[src/rtl/reg_load_arbiter.sv]
// Round-robin arbiter and load sequencer for a shared enable-load register.
// Optional release timeout: define REG_LOAD_ARB_TIMEOUT_EN.
module reg_load_arbiter #(
  parameter int GID_W    = 2,
  parameter int WIDTH    = 4,
  parameter int HOLD_MAX = 15,
  localparam int N_REQ   = 2**GID_W
) (
  input  logic                   clk,
  input  logic                   rst,
  input  logic [N_REQ-1:0]       req,
  input  logic [N_REQ*WIDTH-1:0] din_bus,
  output logic                   En,
  output logic [WIDTH-1:0]       Din,
  output logic [N_REQ-1:0]       ack,
  output logic [GID_W-1:0]       grant_id,
  output logic                   busy,
  output logic                   err
);

  localparam logic [1:0] S_IDLE = 2'd0;
  localparam logic [1:0] S_LOAD = 2'd1;
  localparam logic [1:0] S_ACK  = 2'd2;
  localparam logic [1:0] S_WAIT = 2'd3;

  if (HOLD_MAX < 1) begin : g_chk
    $error("HOLD_MAX must be at least 1");
  end

  logic [1:0]       state;
  logic [GID_W-1:0] rr_ptr;
  logic [GID_W-1:0] pick;
  logic             pick_valid;
  logic [WIDTH-1:0] pick_data;

`ifdef REG_LOAD_ARB_TIMEOUT_EN
  localparam int CNT_W = $clog2(HOLD_MAX + 1);
  localparam logic [CNT_W-1:0] CNT_LAST = CNT_W'(HOLD_MAX - 1);
  logic [CNT_W-1:0] cnt;
`endif

  // First set request at or after rr_ptr, wrapping around.
  always_comb begin
    logic [GID_W-1:0] idx;
    pick       = rr_ptr;
    pick_valid = 1'b0;
    idx        = '0;
    for (int k = N_REQ - 1; k >= 0; k--) begin
      idx = rr_ptr + GID_W'(k);
      if (req[idx]) begin
        pick       = idx;
        pick_valid = 1'b1;
      end
    end
    pick_data = din_bus[pick*WIDTH +: WIDTH];
  end

  // Grant / load / ack / release sequencer with registered outputs.
  always_ff @(posedge clk) begin
    if (rst) begin
      state    <= S_IDLE;
      En       <= 1'b0;
      Din      <= '0;
      ack      <= '0;
      grant_id <= '0;
      busy     <= 1'b0;
      rr_ptr   <= '0;
`ifdef REG_LOAD_ARB_TIMEOUT_EN
      err      <= 1'b0;
      cnt      <= '0;
`endif
    end else begin
      En  <= 1'b0;
      ack <= '0;
`ifdef REG_LOAD_ARB_TIMEOUT_EN
      err <= 1'b0;
`endif
      unique case (state)
        S_IDLE: begin
          if (pick_valid) begin
            state    <= S_LOAD;
            En       <= 1'b1;
            Din      <= pick_data;
            grant_id <= pick;
            rr_ptr   <= pick + GID_W'(1);
            busy     <= 1'b1;
          end
        end
        S_LOAD: begin
          state         <= S_ACK;
          ack[grant_id] <= 1'b1;
        end
        S_ACK: begin
          state <= S_WAIT;
`ifdef REG_LOAD_ARB_TIMEOUT_EN
          cnt   <= '0;
`endif
        end
        S_WAIT: begin
          if (!req[grant_id]) begin
            state <= S_IDLE;
            busy  <= 1'b0;
          end
`ifdef REG_LOAD_ARB_TIMEOUT_EN
          else if (cnt == CNT_LAST) begin
            state <= S_IDLE;
            busy  <= 1'b0;
            err   <= 1'b1;
          end else begin
            cnt <= cnt + CNT_W'(1);
          end
`endif
        end
        default: begin
          state <= S_IDLE;
          busy  <= 1'b0;
        end
      endcase
    end
  end

`ifndef REG_LOAD_ARB_TIMEOUT_EN
  assign err = 1'b0;
`endif

endmodule

[config.mk]
export PLATFORM = sky130hd
export DESIGN_NAME = reg_load_arbiter
export DESIGN_NICKNAME = d
export VERILOG_FILES = /design/src/rtl/reg_load_arbiter.sv
export SDC_FILE = /design/constraint.sdc
export NUM_CORES = 1
export LEC_CHECK = 0
export BUFFER_PORTS_ARGS = -buffer_cell sky130_fd_sc_hd__buf_2
export CORE_MARGIN = 5
export CORE_UTILIZATION = 51
export CTS_CLUSTER_DIAMETER = 30
export DETAILED_ROUTE_END_ITERATION = 7
export PLACE_DENSITY = 0.83
export SLEW_MARGIN = 20
export SYNTH_ARGS = -nofsm -noshare
export SYNTH_HDL_FRONTEND = slang
export SYNTH_SLANG_ARGS = --single-unit
[constraint.sdc]
create_clock -name clk -period 3.9 [get_ports clk]
set_input_delay 0.39 -clock clk [delete_from_list [all_inputs] [get_ports clk]]
set_output_delay 0.39 -clock clk [all_outputs]
set_load 0.005 [all_outputs]
### Yosys cells after proc, flatten, opt, wreduce, memory -nomap -nowiden

Index checks and enable logic that the tools add are counted.

* shift-type cells: 1
* add/sub/neg operators: 4
* mux-type cells: 27
* reductions and logical operators: 8
* bitwise operators: 2
* eq/ne operators: 5
* magnitude comparators: 6

Operators with widths (count)
* $shiftx 16x5->4: 1
* $lt 2x3->1 const B: 5
* $mux 1: 13
* $mux 2: 6
* $bmux 1 s2: 5
* $pmux 2 s4: 1
* $add 2x1->2 const B: 2
* $add 2x2->2 const B: 2
* $eq 2x2->1 const B: 2
* $ne 2x2->1 const B: 2
* $reduce_and 2->1: 2
* $reduce_or 2->1: 2
* $reduce_and 3->1: 1
* $demux 1 s2: 1
* $eq 2x1->1 const B: 1
* $ge 2x1->1 const B: 1
* $logic_not 2->1: 1
* $not 1->1: 2
* $pmux 1 s2: 1
* $reduce_bool 2->1: 1
* $logic_and 1x1->1: 1

* output and inout port bits: 13
* register bits: 16

### Logic depth before layout (Yosys ltp)

Gate-level depths: netlist of the first run.

* word-level depth: 9
* mapped depth: 8

### Worst setup path before layout of the first run

Ideal clock, no wire load.

* kind: input-to-reg
* from: in req[3]
* to: reg Din[1]
* data required time: 3.809 ns
* library setup time: 0.091 ns
* data arrival time: 1.593 ns
* cell stages on the path: 5
* path buffers: 0
* setup slack: 2.216 ns
* cell sequence: or4_1 -> nand2_1 -> a211oi_1 -> a21boi_0 -> a311oi_1

* cells in the longest elaborated chain, start to end: 7

RTL lines
* from (decl): RTL line 11 `input logic [N_REQ-1:0] req,`
* $bmux 1 s2: RTL line 50 `if (req[idx]) begin`
* $mux 1 (implied by the code): RTL line 50
* $mux 2 or $mux 1 (tied branches) (4 in series): RTL line 50
* $shiftx 16x5->4 or $reduce_and 2->1 (tied branches)
* to (signal assigned): RTL line 83 `Din <= pick_data;`
* to (decl): RTL line 14 `output logic [WIDTH-1:0] Din,`

Parallel ways exist; a longest one is shown, timed or not. The select of a mux whose other input is x is not followed.
A chain may end at the register's enable or synchronous reset.

### Worst setup path after layout of the first run

* from: reg rr_ptr[1]
* to: reg Din[1]

* cells in the longest elaborated chain, start to end: 8

RTL lines
* from (decl): RTL line 31 `logic [GID_W-1:0] rr_ptr;`
* from (signal assigned): RTL line 85 `rr_ptr <= pick + GID_W'(1);`
* $add 2x2->2: RTL line 49 `idx = rr_ptr + GID_W'(k);`
* $bmux 1 s2: RTL line 50
* $mux 1 (implied by the code): RTL line 50
* $mux 2 or $mux 1 (tied branches) (4 in series): RTL line 50
* $shiftx 16x5->4 or $reduce_and 2->1 (tied branches)

Parallel ways exist; a longest one is shown, timed or not. The select of a mux whose other input is x is not followed.

==> results.py, run 1 <==
metrics = {
    "final_layout": {
        "layoutNonFillerInstCount": 167,
        "nets": 170,
        "final_util": 0.664,
        "area_growth_pct": 23.4,
        "layout_commonest_cell": "buf_2",
        "n_antenna_cell": 0,
        "layout-drive-gt1-share": 0.289,
        "final_cell_mix": "buf_2, dfxtp_1, nor2_1",
    },
    "run_status": {
        "status": "complete, no violations",
    },
    "place": {
        "io_buffers": 33,
        "place_inst": 163,
        "dp_hpwl_mm": 1.65,
        "place_congestion": 0.827,
    },
    "power_and_ir_drop": {
        "p_int_uw": 435,
        "cellLeakagePower_uw": 0.000547,
        "combPwrFrac": 0.482,
        "power.share.clock": 0.152,
        "switching_share": 0.404,
        "p_sw_uw": 295,
        "power.density_nw_per_um2": 636,
        "seqPwrFrac": 0.366,
        "ir_worst_vdd_mv": 0.403,
    },
    "setup_path": {
        "path_delay_family": "simple AND/OR/NAND/NOR gates",
        "cp_cell_sequence": "and3b_1 -> or4_4 -> a211oi_1 -> a21boi_0 -> a311oi_1",
        "start_kind": "register",
        "worst-path-buf-inv": 0,
        "path_class": "reg2reg",
        "critPathSlowestCell": "or4_4",
        "endpoint_kind": "register",
        "required_ps": 4060,
        "crit_path_max_fanout": 7,
        "slowest_delay_ps": 520,
        "arrival_ps": 1920,
    },
    "sta": {
        "finClkSkew_ps": 10.1,
        "slew_headroom": 0.540,
        "final.setup.tns_ps": 0,
        "tightest_slew_ps": 683,
        "final-setup-viol-count": 0,
        "post-route-period-util": 0.452,
        "grt_setup_unrepaired": "false",
        "finalHoldViolCount": 0,
        "whs_ps": 407,
        "layout_min_cycle_time_ps": 1760,
        "max_clock_freq_mhz": 567,
        "drv_slew": 0,
    },
    "clocking": {
        "cts_buffers": 3,
        "clock-sinks": 16,
        "ctsHtreeMaxLevel": 1,
        "cts_tree": "done",
        "cts_buffer_depth": 2,
        "path_clk_slew_ps": 100,
        "post-cts-setup-buffer-count": 0,
        "ctsHoldBuffers": 0,
        "post_cts_resized": 0,
        "clkLatencyLatePin_ps": 290,
        "clockRootBuffer": "clkbuf_4",
    },
    "routing": {
        "num_vias": 895,
        "drt_wl_total_mm": 2.07,
        "post_drt_via_cell_ratio": 5.36,
        "drc": 0,
        "first_iter_violations": 19,
        "wl_met1_um": 859,
        "ant_nets": 0,
        "top_layer": "met4",
        "firstDrtPassIters": 4,
        "dr_wl_met2_mm": 1.03,
        "drt-wirelength-per-cell_um": 12.4,
        "met3_length_um": 155,
    },
    "yosys": {
        "postSynthAreaPerCell_sq_um": 8.61,
        "ys.warnings.count": 0,
        "ys_seq_elements": 16,
        "yosysSeqAreaShare": 0.345,
        "synthesis.nets": 135,
        "synth_area_sq_um": 930,
        "synth_cell_types": 35,
        "postSynthCellCount": 108,
    },
    "global_routing": {
        "grt_use_total": 0.154,
        "grt_max_degree": 14,
        "antenna_found_initial": 0,
        "grt.overflow.total": 0,
        "grt_pass1_vias": 761,
        "grt_pass1_wl_mm": 3.18,
    },
    "die": {
        "design.die.area_sq_um": 2780,
        "start_util": 0.538,
        "rows": 15,
        "die_w_um": 52.7,
        "die_y_um": 52.7,
        "io_pins": 35,
        "core_sq_um": 1730,
    },
    "worst_hold_path": {
        "hold_class": "in2reg",
    },
    "flow_run": {
        "maxCapViolCount": 0,
    },
}
## final timing paths
path / slack (ps) / endpoint / startpoint / depth (start not counted)
setup / recovery: 2140 / Din[1] / rr_ptr[1] / 5
hold / removal: 410 / Din[2] / din_bus[14] / 3
setup reg to reg: 2140 / Din[1] / rr_ptr[1] / 5
hold reg to reg: 510 / Din[0] / Din[0] / 2
## Yosys cell counts, drive strengths merged
master	count	area (sq um)
o211ai	1	7.51
nor3b	2	15.0
o21ai	3	15.0
clkbuf	2	7.51
and3	2	12.5
or4	2	18.8
a311oi	2	17.5
a2bb2oi	1	8.76
a21oi	5	25.0
xnor2	1	8.76
a211oi	5	37.5
o21bai	1	7.51
and2b	1	7.51
nand3b	2	15.0
a21boi	2	15.0
ha	5	62.6
mux2i	6	60.1
mux4	1	22.5
conb	1	3.75
nand2	10	45.0
nor2b	4	25.0
nor2	14	52.6
o41ai	2	17.5
a31oi	2	12.5
nand3	2	10.0
o41a	1	11.3
or2	1	6.26
buf	1	7.51
nor3	1	5.00
and3b	1	8.76
o221ai	2	17.5
dfxtp	16	320
inv	6	22.5
## worst reg2reg max path, delay by kind of cell, from the launching register on
family	cells	cell delay [ps]
AO/OA/AOI/OAI	3	520
flip-flops	1	380
AND/OR/NAND/NOR	2	730
## registers in the layout (all words and copies together) (netlist names)
signal and cells:
Din 4, ack 4, grant_id 2, rr_ptr 2
state 2, En 1, busy 1
## per-layer routing
layer  global-route usage  vias up
li1                     -      461
met1                0.174      399
met2                0.267       31
met3               0.0541        4
met4               0.0511        0
met5                    0        -
## power groups by stage
stage	logic (uW)	clock network [uW]	registers, uW
finish	352	111	267
global route	396	124	277
CTS	355	114	267
detailed placement	353	0	271
global placement	342	0	269
floorplan	253	0	268
## cell type report
class | instances | area (sq um)
flip-flops and latches | 16 | 320
inverters | 6 | 22.5
repair buffers | 33 | 165
multi-input cells | 83 | 572
clock buffers | 4 | 36.3
well taps | 25 | 31.3
fillers | 158 | 579
## metrics by stage
step | setup WS [ps] | cell area [sq um] | total power [uW]
CTS | 2140 | 1150 | 736
floorplan | 2220 | 930 | 521
detailed placement | 1890 | 1110 | 624
global route | 1970 | 1150 | 797
global placement | 1980 | 1110 | 612
finish | 2140 | 1150 | 730
## kinds of logic after synthesis
kind of cell    after synthesis  synth area share
fa+ha+maj                     5            0.0673
xor+xnor                      1           0.00942
compound gates               27             0.207
simple gates                 42             0.238
buf+inv                       9            0.0404
mux                           7            0.0888
other cells                   1           0.00403
flops                        16             0.345
(Power assumes the default switching activity.)
==> run 2, diff against run 1 <==
- CORE_UTILIZATION: 51 -> 47
- PLACE_DENSITY: 0.83 -> 0.77
- clock period: 3.9 -> 1.7 ns (I/O delays scaled with it)
==> run 2 against run 1 <==
  * Die area increased by 6.9%
  * Combinational power grew to 2.9 times the previous value
  * Sequential cell count unchanged
  * Clock power rose by 140%
  * Hold slack got worse by 230 ps
  * Cell count rose by 6.6%
  * Final area increased by 8.8%
  * Utilization decreased by 1.5 points
  * Non-clock buffer count rose by 9
  * Via count increased by 5.6%
  * Maximum frequency is 11% higher
  * First-iteration DRC count fell by 53%
  * Largest cell class unchanged
  * Largest power group unchanged
==> results.py, run 2 (same netlist as run 1, synthesis figures left out) <==
metrics = {
    "run_status": {
        "status": "complete, no violations",
    },
    "routing": {
        "first_iter_violations": 9,
        "firstDrtPassIters": 4,
        "post_drt_via_cell_ratio": 5.31,
        "num_vias": 945,
        "drt-wirelength-per-cell_um": 13.3,
        "drt_wl_total_mm": 2.37,
        "drc": 0,
        "ant_nets": 0,
    },
    "setup_path": {
        "r2r_start": "rr_ptr[1]",
        "required_ps": 1880,
        "slowest_delay_ps": 490,
        "start_kind": "register",
        "endpoint_kind": "register",
        "crit_path_max_fanout": 7,
        "arrival_ps": 1770,
        "critPathSlowestCell": "or4_4",
        "path_delay_family": "simple AND/OR/NAND/NOR gates",
        "crit_start": "rr_ptr[1]",
        "path_class": "reg2reg",
        "worst-path-buf-inv": 0,
        "cp_cell_sequence": "and3b_1 -> or4_4 -> a211oi_2 -> a21boi_1 -> a311oi_1",
    },
    "clocking": {
        "cts_buffer_depth": 2,
        "cts_buffers": 3,
        "cts_tree": "done",
        "clock-sinks": 16,
        "ctsHtreeMaxLevel": 1,
        "clockRootBuffer": "clkbuf_4",
        "clkLatencyLatePin_ps": 290,
        "path_clk_slew_ps": 100,
    },
    "sta": {
        "drv_slew": 0,
        "max_clock_freq_mhz": 628,
        "finClkSkew_ps": 0.750,
        "post-route-period-util": 0.937,
        "layout_min_cycle_time_ps": 1590,
        "finalHoldViolCount": 0,
        "whs_ps": 181,
        "final-setup-viol-count": 0,
    },
    "die": {
        "die_w_um": 54.5,
        "rows": 16,
        "core_sq_um": 1920,
        "design.die.area_sq_um": 2970,
        "io_pins": 35,
        "start_util": 0.484,
        "die_y_um": 54.5,
    },
    "final_layout": {
        "final_cell_mix": "buf_2, dfxtp_1, nor2_1",
        "layout-drive-gt1-share": 0.371,
        "top_regs": "Din: 4 flops, ack: 4 flops",
        "n_antenna_cell": 0,
        "nets": 179,
        "area_growth_pct": 34.3,
        "stdcell_area_sq_um": 1250,
        "layout_commonest_cell": "buf_2",
    },
    "power_and_ir_drop": {
        "cellLeakagePower_uw": 0.000595,
        "power.density_nw_per_um2": 1520,
        "p_total_uw": 1900,
        "ir_worst_vdd_mv": 0.747,
    },
    "place": {
        "io_buffers": 33,
        "placed_area_sq_um": 1170,
        "place_congestion": 0.840,
        "dp_hpwl_mm": 1.78,
    },
    "global_routing": {
        "grt_use_total": 0.161,
        "antenna_found_initial": 0,
        "grt.overflow.total": 0,
        "grt_pass1_vias": 799,
        "grt_max_degree": 14,
        "grt_pass1_wl_mm": 3.44,
    },
    "flow_run": {
        "maxCapViolCount": 0,
    },
    "worst_hold_path": {
        "hold_class": "in2reg",
        "hp-start": "din_bus[14]",
    },
}
==> run 2: area by class of cell <==
| cell class | count | area [sq um] |
|---|---|---|
| timing repair buffer | 42 | 233 |
| sequential | 16 | 322 |
| inverter | 6 | 22.5 |
| multi-input combinational | 83 | 602 |
| clock buffer | 4 | 36.3 |
| fill | 181 | 673 |
| tap | 27 | 33.8 |
==> run 2: path summary, 6_finish.rpt <==
path	depth (start not counted)	end	slack (ps)
setup / recovery	5	Din[1]	110
hold reg to reg	1	ack[1]	520
hold / removal	3	Din[2]	180
setup reg to reg	5	Din[1]	110
==> run 2: layer usage <==
layer,vias up,routed length [um],GRT usage,part of all wire
met5,-,0,0,0
met4,0,38,0.0747,0.016
met3,4,120,0.0327,0.051
met2,24,1190,0.271,0.50
met1,438,1020,0.193,0.43
li1,479,-,-,-
==> run 2: what timing repair did <==
item                       in CTS  in global routing
setup endpoints to repair       2                  4
resized for setup               2                  8
pin swaps                       0                  4
hold buffers                    0                  0
buffers inserted                0                  2
==> run 2: through the flow <==
step / worst slack [ps] / TNS [ps] / utilization / instances
after floorplan: 111 / 0 / - / 108
after global placement: -16.9 / -16.9 / 0.607 / 172
after detailed placement: -45.2 / -120 / 0.607 / 172
after CTS: 4.62 / 0 / 0.629 / 176
after global routing: -4.86 / -4.86 / 0.650 / 178
final: 108 / 0 / 0.650 / 178
==> run 2: power by group <==
part / switching, uW / internal (uW)
logic: 532 / 492
clock network: 134 / 131
registers: 98.1 / 510
total: 764 / 1130
==> run 2: worst min-delay path: stages <==
cell	delay, ps
buf_2	80
mux2i_1	50
o221ai_1	150
